### src/rtl/unidade_load_store_pkg.sv
// Shared encodings for the load/store unit: access sizes, FSM states and alignment helpers.
package pacote_load_store;

    typedef enum logic [1:0] {
        TAM_BYTE      = 2'b00,
        TAM_MEIA      = 2'b01,
        TAM_PALAVRA   = 2'b10,
        TAM_RESERVADO = 2'b11
    } tamanho_t;

    typedef enum logic [1:0] {
        IDLE    = 2'b00,
        LEITURA = 2'b01,
        ESCRITA = 2'b10,
        FIM     = 2'b11
    } estado_t;

    // Byte and halfword accesses touch only part of a word and need read-modify-write.
    function automatic logic eh_sub_palavra(tamanho_t tamanho);
        return (tamanho == TAM_BYTE) || (tamanho == TAM_MEIA);
    endfunction

    // The reserved size encoding behaves as a word access.
    function automatic logic desalinhado(tamanho_t tamanho, logic [1:0] deslocamento);
        logic resultado;
        case (tamanho)
            TAM_BYTE: resultado = 1'b0;
            TAM_MEIA: resultado = deslocamento[0];
            default:  resultado = (deslocamento != 2'b00);
        endcase
        return resultado;
    endfunction

endpackage

### src/rtl/unidade_load_store_if.sv
// CPU request/response and data-memory bus of the load/store unit.
// erro_alinhamento exists only when LS_ALIGN_CHECK_EN is defined.
interface unidade_load_store_if;

    logic        req;
    logic        op_escrita;
    logic [1:0]  tamanho;
    logic        sinal;
    logic [31:0] endereco_byte;
    logic [31:0] dado_cpu;
    logic [31:0] dado_carregado;
    logic        pronto;
    logic        ocupado;
`ifdef LS_ALIGN_CHECK_EN
    logic        erro_alinhamento;
`endif
    logic [31:0] mem_endereco;
    logic        mem_write;
    logic [31:0] mem_dado_escrito;
    logic [31:0] mem_dado_lido;

    modport slave (
        input  req, op_escrita, tamanho, sinal, endereco_byte, dado_cpu, mem_dado_lido,
`ifdef LS_ALIGN_CHECK_EN
        output erro_alinhamento,
`endif
        output dado_carregado, pronto, ocupado, mem_endereco, mem_write, mem_dado_escrito
    );

    modport master (
        output req, op_escrita, tamanho, sinal, endereco_byte, dado_cpu, mem_dado_lido,
`ifdef LS_ALIGN_CHECK_EN
        input  erro_alinhamento,
`endif
        input  dado_carregado, pronto, ocupado, mem_endereco, mem_write, mem_dado_escrito
    );

endinterface

### src/rtl/unidade_load_store_alinhador.sv
// Combinational lane logic: extracts and extends load data, and merges sub-word store data
// into the word read from memory (little-endian lanes).
module alinhador_bytes
    import pacote_load_store::*;
(
    input  logic [31:0] palavra_lida,
    input  logic [1:0]  deslocamento,
    input  tamanho_t    tamanho,
    input  logic        sinal,
    input  logic [31:0] dado_cpu,
    output logic [31:0] dado_extraido,
    output logic [31:0] palavra_mesclada
);

    logic [7:0]  byte_lido;
    logic [15:0] meia_lida;

    always_comb begin
        byte_lido        = palavra_lida[{deslocamento, 3'b000} +: 8];
        meia_lida        = palavra_lida[{deslocamento[1], 4'b0000} +: 16];
        dado_extraido    = palavra_lida;
        palavra_mesclada = palavra_lida;
        case (tamanho)
            TAM_BYTE: begin
                dado_extraido = {{24{sinal & byte_lido[7]}}, byte_lido};
                palavra_mesclada[{deslocamento, 3'b000} +: 8] = dado_cpu[7:0];
            end
            TAM_MEIA: begin
                dado_extraido = {{16{sinal & meia_lida[15]}}, meia_lida};
                palavra_mesclada[{deslocamento[1], 4'b0000} +: 16] = dado_cpu[15:0];
            end
            default: begin
                dado_extraido    = palavra_lida;
                palavra_mesclada = dado_cpu;
            end
        endcase
    end

endmodule

### src/rtl/unidade_load_store.sv
// Load/store unit: turns byte/halfword/word CPU accesses into whole-word memory accesses.
// Optional misalignment detection is enabled with the LS_ALIGN_CHECK_EN macro.
module unidade_load_store
    import pacote_load_store::*;
#(
    parameter int MEM_SIZE = 150
) (
    input logic                 clock,
    input logic                 reset,
    unidade_load_store_if.slave bus
);

    estado_t     estado_q, estado_d;
    logic [31:0] endereco_q, endereco_d;
    logic        op_escrita_q, op_escrita_d;
    tamanho_t    tamanho_q, tamanho_d;
    logic        sinal_q, sinal_d;
    logic [31:0] escrita_q, escrita_d;
    logic [31:0] carregado_q, carregado_d;
    logic [31:0] dado_extraido;
    logic [31:0] palavra_mesclada;
`ifdef LS_ALIGN_CHECK_EN
    logic        erro_q, erro_d;
`endif

    alinhador_bytes u_alinhador (
        .palavra_lida     (bus.mem_dado_lido),
        .deslocamento     (endereco_q[1:0]),
        .tamanho          (tamanho_q),
        .sinal            (sinal_q),
        .dado_cpu         (escrita_q),
        .dado_extraido    (dado_extraido),
        .palavra_mesclada (palavra_mesclada)
    );

    // escrita_q holds the raw store data until LEITURA replaces it with the merged word.
    always_comb begin
        estado_d     = estado_q;
        endereco_d   = endereco_q;
        op_escrita_d = op_escrita_q;
        tamanho_d    = tamanho_q;
        sinal_d      = sinal_q;
        escrita_d    = escrita_q;
        carregado_d  = carregado_q;
`ifdef LS_ALIGN_CHECK_EN
        erro_d       = 1'b0;
`endif
        case (estado_q)
            IDLE: begin
                if (bus.req) begin
                    endereco_d   = bus.endereco_byte;
                    op_escrita_d = bus.op_escrita;
                    tamanho_d    = tamanho_t'(bus.tamanho);
                    sinal_d      = bus.sinal;
                    escrita_d    = bus.dado_cpu;
`ifdef LS_ALIGN_CHECK_EN
                    if (desalinhado(tamanho_t'(bus.tamanho), bus.endereco_byte[1:0])) begin
                        erro_d   = 1'b1;
                        estado_d = FIM;
                    end else
`endif
                    if (!bus.op_escrita || eh_sub_palavra(tamanho_t'(bus.tamanho))) begin
                        estado_d = LEITURA;
                    end else begin
                        estado_d = ESCRITA;
                    end
                end
            end
            LEITURA: begin
                if (op_escrita_q) begin
                    escrita_d = palavra_mesclada;
                    estado_d  = ESCRITA;
                end else begin
                    carregado_d = dado_extraido;
                    estado_d    = FIM;
                end
            end
            ESCRITA: estado_d = FIM;
            FIM:     estado_d = IDLE;
            default: estado_d = IDLE;
        endcase
    end

    always_ff @(posedge clock) begin
        if (reset) begin
            estado_q     <= IDLE;
            endereco_q   <= '0;
            op_escrita_q <= 1'b0;
            tamanho_q    <= TAM_BYTE;
            sinal_q      <= 1'b0;
            escrita_q    <= '0;
            carregado_q  <= '0;
`ifdef LS_ALIGN_CHECK_EN
            erro_q       <= 1'b0;
`endif
        end else begin
            estado_q     <= estado_d;
            endereco_q   <= endereco_d;
            op_escrita_q <= op_escrita_d;
            tamanho_q    <= tamanho_d;
            sinal_q      <= sinal_d;
            escrita_q    <= escrita_d;
            carregado_q  <= carregado_d;
`ifdef LS_ALIGN_CHECK_EN
            erro_q       <= erro_d;
`endif
        end
    end

    // The write strobe is gated by reset so an operation aborted in ESCRITA never lands.
    assign bus.mem_write        = (estado_q == ESCRITA) && !reset;
    assign bus.mem_endereco     = {2'b00, endereco_q[31:2]};
    assign bus.mem_dado_escrito = escrita_q;
    assign bus.dado_carregado   = carregado_q;
    assign bus.pronto           = (estado_q == FIM);
    assign bus.ocupado          = (estado_q != IDLE);
`ifdef LS_ALIGN_CHECK_EN
    assign bus.erro_alinhamento = erro_q;
`endif

endmodule

### src/flat_wrapper.sv
// flat-port wrapper written by rule: the top's interface ports become plain ports
module unidade_load_store_flat import pacote_load_store::*;
#(
    parameter int MEM_SIZE = 150
)
  (clock, reset, bus_req, bus_op_escrita, bus_tamanho, bus_sinal, bus_endereco_byte, bus_dado_cpu, bus_mem_dado_lido, bus_dado_carregado, bus_pronto, bus_ocupado, bus_mem_endereco, bus_mem_write, bus_mem_dado_escrito);
  unidade_load_store_if bus_i ();
  input logic clock;
  input logic reset;
  input wire logic [$bits(bus_i.req)-1:0] bus_req;
  input wire logic [$bits(bus_i.op_escrita)-1:0] bus_op_escrita;
  input wire logic [$bits(bus_i.tamanho)-1:0] bus_tamanho;
  input wire logic [$bits(bus_i.sinal)-1:0] bus_sinal;
  input wire logic [$bits(bus_i.endereco_byte)-1:0] bus_endereco_byte;
  input wire logic [$bits(bus_i.dado_cpu)-1:0] bus_dado_cpu;
  input wire logic [$bits(bus_i.mem_dado_lido)-1:0] bus_mem_dado_lido;
  output wire logic [$bits(bus_i.dado_carregado)-1:0] bus_dado_carregado;
  output wire logic [$bits(bus_i.pronto)-1:0] bus_pronto;
  output wire logic [$bits(bus_i.ocupado)-1:0] bus_ocupado;
  output wire logic [$bits(bus_i.mem_endereco)-1:0] bus_mem_endereco;
  output wire logic [$bits(bus_i.mem_write)-1:0] bus_mem_write;
  output wire logic [$bits(bus_i.mem_dado_escrito)-1:0] bus_mem_dado_escrito;
  assign bus_i.req = bus_req;
  assign bus_i.op_escrita = bus_op_escrita;
  assign bus_i.tamanho = bus_tamanho;
  assign bus_i.sinal = bus_sinal;
  assign bus_i.endereco_byte = bus_endereco_byte;
  assign bus_i.dado_cpu = bus_dado_cpu;
  assign bus_i.mem_dado_lido = bus_mem_dado_lido;
  assign bus_dado_carregado = bus_i.dado_carregado;
  assign bus_pronto = bus_i.pronto;
  assign bus_ocupado = bus_i.ocupado;
  assign bus_mem_endereco = bus_i.mem_endereco;
  assign bus_mem_write = bus_i.mem_write;
  assign bus_mem_dado_escrito = bus_i.mem_dado_escrito;
  unidade_load_store #(.MEM_SIZE(MEM_SIZE)) u_core (.clock(clock), .reset(reset), .bus(bus_i));
endmodule
### config.mk
export PLATFORM = sky130hd
export DESIGN_NAME = unidade_load_store_flat
export DESIGN_NICKNAME = d
export VERILOG_FILES = /design/src/rtl/unidade_load_store_pkg.sv /design/src/rtl/unidade_load_store_if.sv /design/src/rtl/unidade_load_store_alinhador.sv /design/src/rtl/unidade_load_store.sv /design/src/flat_wrapper.sv
export SDC_FILE = /design/constraint.sdc
export NUM_CORES = 1
export LEC_CHECK = 0
export CORE_MARGIN = 10
export CORE_UTILIZATION = 48
export CTS_BUF_LIST = sky130_fd_sc_hd__clkbuf_16
export DETAILED_ROUTE_END_ITERATION = 8
export PLACE_DENSITY = 0.95
export SYNTH_ARGS = -nofsm -noshare
export SYNTH_HDL_FRONTEND = slang
export SYNTH_SLANG_ARGS = --single-unit
### constraint.sdc
create_clock -name clock -period 3.57 [get_ports clock]
set_input_delay 1.071 -clock clock [delete_from_list [all_inputs] [get_ports clock]]
set_output_delay 1.071 -clock clock [all_outputs]
set_load 0.01 [all_outputs]
==> results of run 1 <==
layout by cell type (no fill, tap or decap), types with 2 or more instances in the layout:
master	n
nand3_1	10
ha_1	9
clkdlybuf4s50_1	198
inv_8	2
dfxtp_1	102
a221oi_1	17
nor2b_1	4
and2_1	2
nor4bb_1	2
nor2_1	15
a211oi_1	8
buf_4	14
and3_1	4
a31oi_1	3
nor2b_2	2
o2bb2ai_1	8
o21ai_0	49
conb_1	2
a221o_1	8
mux2i_1	18
or2_2	3
a22oi_1	19
o41ai_2	2
o21ai_1	2
inv_1	9
clkinv_4	2
nand2b_1	5
a21oi_1	98
nor3_1	5
a211oi_2	2
clkbuf_16	9
nand2_1	100
o41ai_1	8
a21o_1	8
o22ai_1	7
inv_6	2
a31oi_4	2
metrics by stage:
stage | cells | total power, uW | hold slack (ns) | setup slack (ns)
after floorplan | 635 | 3290 | 0.437 | 0.778
after global placement | 903 | 4400 | 0.440 | 0.628
after detailed placement | 903 | 4460 | 0.446 | 0.555
after CTS | 919 | 5440 | 0.456 | 0.616
after global routing | 919 | 5740 | 0.468 | 0.561
final | 919 | 5450 | 0.455 | 0.629
critical path, delay by kind of cell:
kind	cells	cell delay, ns
and+or+nand+nor	1	0.12
buffers and inverters	2	0.68
per-layer routing:
| layer | routed length [um] | vias to the layer above |
|---|---|---|
| met5 | 0 | - |
| met4 | 785 | 0 |
| met3 | 2500 | 60 |
| met2 | 8320 | 392 |
| met1 | 7320 | 2478 |
| li1 | - | 2537 |
power by group:
part | leakage (uW) | internal [uW] | switching [uW]
sequential | 0.000838 | 1530 | 357
combinational | 0.00164 | 1250 | 1350
clock | 0.000140 | 491 | 474
total | 0.00261 | 3270 | 2180
layout make-up:
type	instances	area (sq um)
inverters	10	37.5
clock inverters	7	65.1
repair buffers	214	2110
clock buffers	9	225
well taps	140	175
flip-flops and latches	102	2040
fillers	831	3450
multi-input cells	437	2680
state kept, by name, summed over array words and instances (netlist names):
name and cells:
u_core.op_escrita_q 1, u_core.bus.mem_dado_escrito 32, u_core.endereco_q 32, u_core.tamanho_q 2
u_core.sinal_q 1, u_core.estado_q 2, u_core.bus.dado_carregado 32
logic make-up after synthesis:
| kind of cell | after synthesis |
|---|---|
| buf+inv | 96 |
| mux | 19 |
| simple gates | 157 |
| flops | 102 |
| compound gates | 250 |
| fa+ha+maj | 9 |
| other cells | 1 |
how the worst max path moves through the flow:
stage                                       to  slack (ns)  cells past startpoint
2_1_floorplan                    bus_mem_write        0.78                      3
3_3_place_gp   u_core.bus.mem_dado_escrito[12]        0.63                      5
3_5_place_dp   u_core.bus.mem_dado_escrito[14]        0.55                      5
4_1_cts                          bus_mem_write        0.62                      3
5_1_grt                          bus_mem_write        0.56                      3
6_report                         bus_mem_write        0.63                      3
==> impl_metrics.sql, run 1 <==
INSERT INTO impl_metrics (metric_group, metric, value, unit) VALUES
('detailed_routing', 'avgViaCountPerCell', '5.95', ''),
('synth', 'yosys-mux-area-fraction', '3.85', '%'),
('global_route', 'antenna_found_initial', '0', ''),
('clock_tree', 'postCtsHoldBufs', '0', ''),
('global_route', 'grt.total_usage', '22.9', '%'),
('global_route', 'maximum_number_of_pins_on_one_net_before_global_route_repair', '60', ''),
('synth', 'ys_ff_latch', '102', ''),
('timing', 'min_period', '2.94', 'ns'),
('timing', 'final_max_slew_viol_count', '0', ''),
('detailed_routing', 'drt_iter0_drc', '787', ''),
('clock_tree', 'clk-insertion-delay-late', '0.35', 'ns'),
('min_path', 'cell_depth_of_the_worst_min_delay_path', '2', ''),
('floorplan', 'design.portCount', '202', ''),
('power_and_ir_drop', 'power.leakage', '0.00261', 'uW'),
('timing', 'tightest_slew', '1.04', 'ns'),
('synth', 'synth.area.top_cells', 'dfxtp_1 (39%), a21oi_1 (9.3%), nand2_1 (7.1%)', ''),
('status', 'status', 'finished clean', ''),
('min_path', 'hold_start', 'u_core.endereco_q[14]', ''),
('clock_tree', 'clock_buffers_created_by_tritoncts', '9', ''),
('detailed_routing', 'routedWlPerCell', '20.6', 'um'),
('floorplan', 'dieHeight', '125', 'um'),
('clock_tree', 'htree_levels', '3', ''),
('timing', 'period_share', '82.4', '%'),
('power_and_ir_drop', 'power_density', '743', 'nW/um^2'),
('synth', 'post_synth_and_or_nand_nor_area_fraction', '13.4', '%'),
('cells_and_area', 'final_net_count', '886', ''),
('synth', 'syn-instance-count', '634', ''),
('synth', 'synthFlopType', 'dfxtp_1', ''),
('floorplan', 'initial_core_utilization', '48.8', '%'),
('synth', 'synthesis.yosys.warnings', '0', ''),
('cells_and_area', 'insertedDiodeCount', '0', ''),
('synth', 'synth_area', '5270', 'sq um'),
('floorplan', 'design.core.area', '10800', 'sq um'),
('synth', 'synth_xor_area_share', '0', '%'),
('setup_path', 'critical_path_peak_fanout', '2', ''),
('global_route', 'grt_first_pass_wirelength', '29.6', 'mm'),
('min_path', 'hp-class', 'flip-flop to flip-flop', ''),
('clock_tree', 'worst_setup_hold_path_clk_slew', '0.07', 'ns'),
('floorplan', 'dieWidth', '125', 'um'),
('synth', 'yosysTopAreaCellShare', '38.8', '%'),
('detailed_routing', 'remaining_drc_errors', '0', ''),
('place', 'placement.cell_area', '7050', 'sq um'),
('clock_tree', 'tritoncts_num_sinks', '102', ''),
('clock_tree', 'cts_tree', 'built', ''),
('power_and_ir_drop', 'power.ir.vdd_worst', '0.394', 'mV'),
('cells_and_area', 'area_of_all_placed_cells_without_fillers', '7340', 'sq um'),
('timing', 'report.final.hold_viol_count', '0', ''),
('place', 'portBuffers', '199', ''),
('clock_tree', 'cts_root_buffer', 'clkbuf_16', ''),
('setup_path', 'setup.worst_path.end_class', 'primary output', ''),
('setup_path', 'critical_path.startpoint_type', 'input port', ''),
('global_route', 'global_route.overflow_total', '0', ''),
('timing', 'achievable-frequency', '340', 'MHz'),
('setup_path', 'worst_path_max_delay_cell', 'clkdlybuf4s50_1', ''),
('synth', 'postSynth.asyncResetShare', '0', '%'),
('detailed_routing', 'detail_route.wirelength', '18.9', 'mm'),
('synth', 'synth_edf_count', '0', ''),
('global_route', 'grt_peak_use_layer', 'met2', ''),
('cells_and_area', 'p_r_area_growth_vs_syn', '39.3', '%'),
('global_route', 'met3_usage', '9.40', '%'),
('setup_path', 'timing.critical_path.arrival', '1.87', 'ns'),
('setup_path', 'worstRegToRegCells', '7', ''),
('place', 'dp_hpwl', '14.1', 'mm'),
('timing', 'rsz0062_at_grt', 'no', ''),
('setup_path', 'max_stage_delay', '0.56', 'ns'),
('setup_path', 'critical_path.cell_chain', 'buf_2, nor2b_1, clkdlybuf4s50_1', ''),
('clock_tree', 'count_of_cells_resized_by_post_cts_repair', '0', ''),
('setup_path', 'timing.rr.start', 'u_core.estado_q[1]', ''),
('setup_path', 'timing.rr.end', 'u_core.bus.mem_dado_escrito[14]', ''),
('floorplan', 'placement_rows', '38', ''),
('synth', 'synth-adder-area-share', '2.14', '%');
(Power assumes the default switching activity.)
==> inputs of run 2 (changes only) <==
- CORE_UTILIZATION: 48 -> 40
- PLACE_DENSITY: 0.95 -> 0.86
- clock period: 3.57 -> 2.7 ns (I/O delays scaled with it)
==> impl_metrics.sql, run 2 (synthesized netlist as in run 1, its figures left out) <==
INSERT INTO impl_metrics (metric_group, metric, value, unit) VALUES
('status', 'status', 'finished clean', ''),
('timing', 'tightest_slew', '0.955', 'ns'),
('setup_path', 'timing.critical_path.arrival', '1.71', 'ns'),
('job', 'max_cap_viol_count', '0', ''),
('timing', 'achievable-frequency', '397', 'MHz'),
('setup_path', 'critical_path.cell_chain', 'inv_1, ha_2, inv_1, clkdlybuf4s50_1', ''),
('timing', 'rsz0062_at_grt', 'no', ''),
('min_path', 'hold_start', 'u_core.bus.dado_carregado[13]', ''),
('floorplan', 'initial_core_utilization', '41.2', '%'),
('floorplan', 'design.core.area', '12800', 'sq um'),
('place', 'placement.cell_area', '7160', 'sq um'),
('setup_path', 'setup.worst_path.end_class', 'primary output', ''),
('min_path', 'hp-class', 'flip-flop to flip-flop', ''),
('detailed_routing', 'vias', '5378', ''),
('clock_tree', 'tritoncts_num_sinks', '102', ''),
('setup_path', 'critical-path-top-cell-by-count', 'inv_1', ''),
('clock_tree', 'clock_buffers_created_by_tritoncts', '9', ''),
('floorplan', 'dieArea', '18200', 'sq um'),
('cells_and_area', 'final_net_count', '896', ''),
('detailed_routing', 'avgViaCountPerCell', '5.60', ''),
('clock_tree', 'postCtsHoldBufs', '0', ''),
('clock_tree', 'cts_tree', 'built', ''),
('detailed_routing', 'drt_iter0_drc', '580', ''),
('place', 'place.detailed.instances', '945', ''),
('timing', 'final_max_slew_viol_count', '0', ''),
('detailed_routing', 'remaining_drc_errors', '0', ''),
('timing', 'period_share', '93.2', '%'),
('cells_and_area', 'insertedDiodeCount', '0', ''),
('setup_path', 'critical_path.startpoint_type', 'flip-flop', ''),
('setup_path', 'worstSetupPathType', 'flip-flop to primary output', ''),
('clock_tree', 'worst_setup_hold_path_clk_slew', '0.07', 'ns'),
('setup_path', 'top_family_by_delay_on_critical_path', 'buffers and inverters', ''),
('setup_path', 'max_stage_delay', '0.53', 'ns'),
('clock_tree', 'cts_buffer_depth', '2', ''),
('clock_tree', 'clk-insertion-delay-late', '0.35', 'ns'),
('clock_tree', 'htree_levels', '3', ''),
('global_route', 'grt_first_pass_wirelength', '29.0', 'mm'),
('timing', 'finalSetupViolCount', '0', ''),
('timing', 'final.setup_skew', '0.0126', 'ns'),
('timing', 'max_slew_margin', '36.2', '%'),
('floorplan', 'dieHeight', '135', 'um'),
('floorplan', 'placement_rows', '41', ''),
('setup_path', 'required', '1.89', 'ns'),
('detailed_routing', 'routedWlPerCell', '19.2', 'um'),
('setup_path', 'cp.buffers_inverters', '3', ''),
('cells_and_area', 'area_of_all_placed_cells_without_fillers', '7430', 'sq um'),
('cells_and_area', 'instances_no_fill', '960', ''),
('timing', 'min_period', '2.52', 'ns'),
('cells_and_area', 'most-common-layout-cells', 'clkdlybuf4s50_1 (198), dfxtp_1 (102), nand2_1 (100), a21oi_1 (98), o21ai_0 (49)', ''),
('setup_path', 'worst_path_max_delay_cell', 'clkdlybuf4s50_1', ''),
('floorplan', 'dieWidth', '135', 'um'),
('power_and_ir_drop', 'power.leakage', '0.00266', 'uW'),
('cells_and_area', 'final.fill_count', '1101', ''),
('setup_path', 'timing.rr.start', 'u_core.estado_q[0]', ''),
('detailed_routing', 'antenna_left', '0', ''),
('cells_and_area', 'layout_commonest_cell', 'clkdlybuf4s50_1', ''),
('floorplan', 'design.portCount', '202', ''),
('global_route', 'first_global_vias', '5252', ''),
('place', 'dp_hpwl', '13.9', 'mm'),
('cells_and_area', 'p_r_area_growth_vs_syn', '41.0', '%'),
('global_route', 'global_route.overflow_total', '0', ''),
('clock_tree', 'cts_root_buffer', 'clkbuf_16', ''),
('timing', 'fin_setup_tns', '0', 'ns'),
('setup_path', 'critical_path_peak_fanout', '8', ''),
('global_route', 'grt.total_usage', '19.9', '%'),
('timing', 'report.final.hold_viol_count', '0', ''),
('place', 'finalWeightedCongestion', '0.900', ''),
('place', 'portBuffers', '199', ''),
('global_route', 'antenna_found_initial', '1', ''),
('detailed_routing', 'detail_route.first_pass.iterations', '5', ''),
('setup_path', 'startpoint', 'u_core.estado_q[0]', ''),
('detailed_routing', 'detail_route.wirelength', '18.4', 'mm'),
('global_route', 'maximum_number_of_pins_on_one_net_before_global_route_repair', '60', ''),
('setup_path', 'reg2reg_setup_slack', '0.53', 'ns'),
('power_and_ir_drop', 'power_density', '961', 'nW/um^2'),
('cells_and_area', 'post_route_cells_drive_above_1_share', '7.61', '%'),
('power_and_ir_drop', 'power.ir.vdd_worst', '0.400', 'mV');
[run 2: cell types whose count changed in the layout (fill, tap and decap cells not counted), sizes merged]
cell      previous run  this run
buf                 16        26
clkinv               2         4
clkinvlp             1         0
inv                 14        12
[run 2: layout make-up]
cell class	instances	area [sq um]	share of cell area [%]
multi-input cells	437	2680	36.1
repair buffers	224	2190	29.4
flip-flops and latches	102	2040	27.5
clock buffers	9	225	3.03
well taps	172	215	2.90
clock inverters	6	40.0	0.539
inverters	10	37.5	0.505
[run 2: routing by layer]
layer  track usage, %  up-vias  share of wire, %
li1                 -     2561                 -
met1             24.1     2448                40
met2             30.6      321                45
met3             8.35       46                12
met4             7.13        2               3.4
met5                0        -             0.070
[run 2: timing repair]
item / CTS / global route
endpoints found under the setup margin: 0 / 1
buffers inserted: 0 / 0
gates resized for setup: 0 / 1
[run 2: through the flow]
step	total power, uW	hold WS (ns)	utilization, %	setup WS [ns]
3_5_place_dp	5930	0.445	56.1	0.139
3_3_place_gp	5870	0.440	56.1	0.188
2_1_floorplan	4350	0.437	-	0.430
5_1_grt	7600	0.467	58.2	0.0842
4_1_cts	7160	0.454	58.2	0.0431
6_report	7140	0.451	58.2	0.184
[run 2: final timing paths]
| check | endpoint | cells past startpoint |
|---|---|---|
| worst min register to register | u_core.bus.dado_carregado[13] | 2 |
| worst min-delay path | u_core.bus.dado_carregado[13] | 2 |
| worst max register to register | u_core.bus.mem_dado_escrito[9] | 5 |
| worst max-delay path | bus_ocupado | 4 |
[run 2: where the power goes]
part	switching (uW)	internal, uW	total, uW
Sequential	417	2020	2440
Combinational	1790	1700	3490
Clock	592	621	1210
[run 2: worst min-delay path, stage by stage, from the launching register on]
cell	delay, ns
dfxtp_1	0.31
nand2_1	0.05
a21oi_1	0.05
==> inputs of run 3 (changes only) <==
- SLEW_MARGIN: not set -> 20
==> results of run 3 <==
Final layout, timing and power as in run 2 (identical DEF).
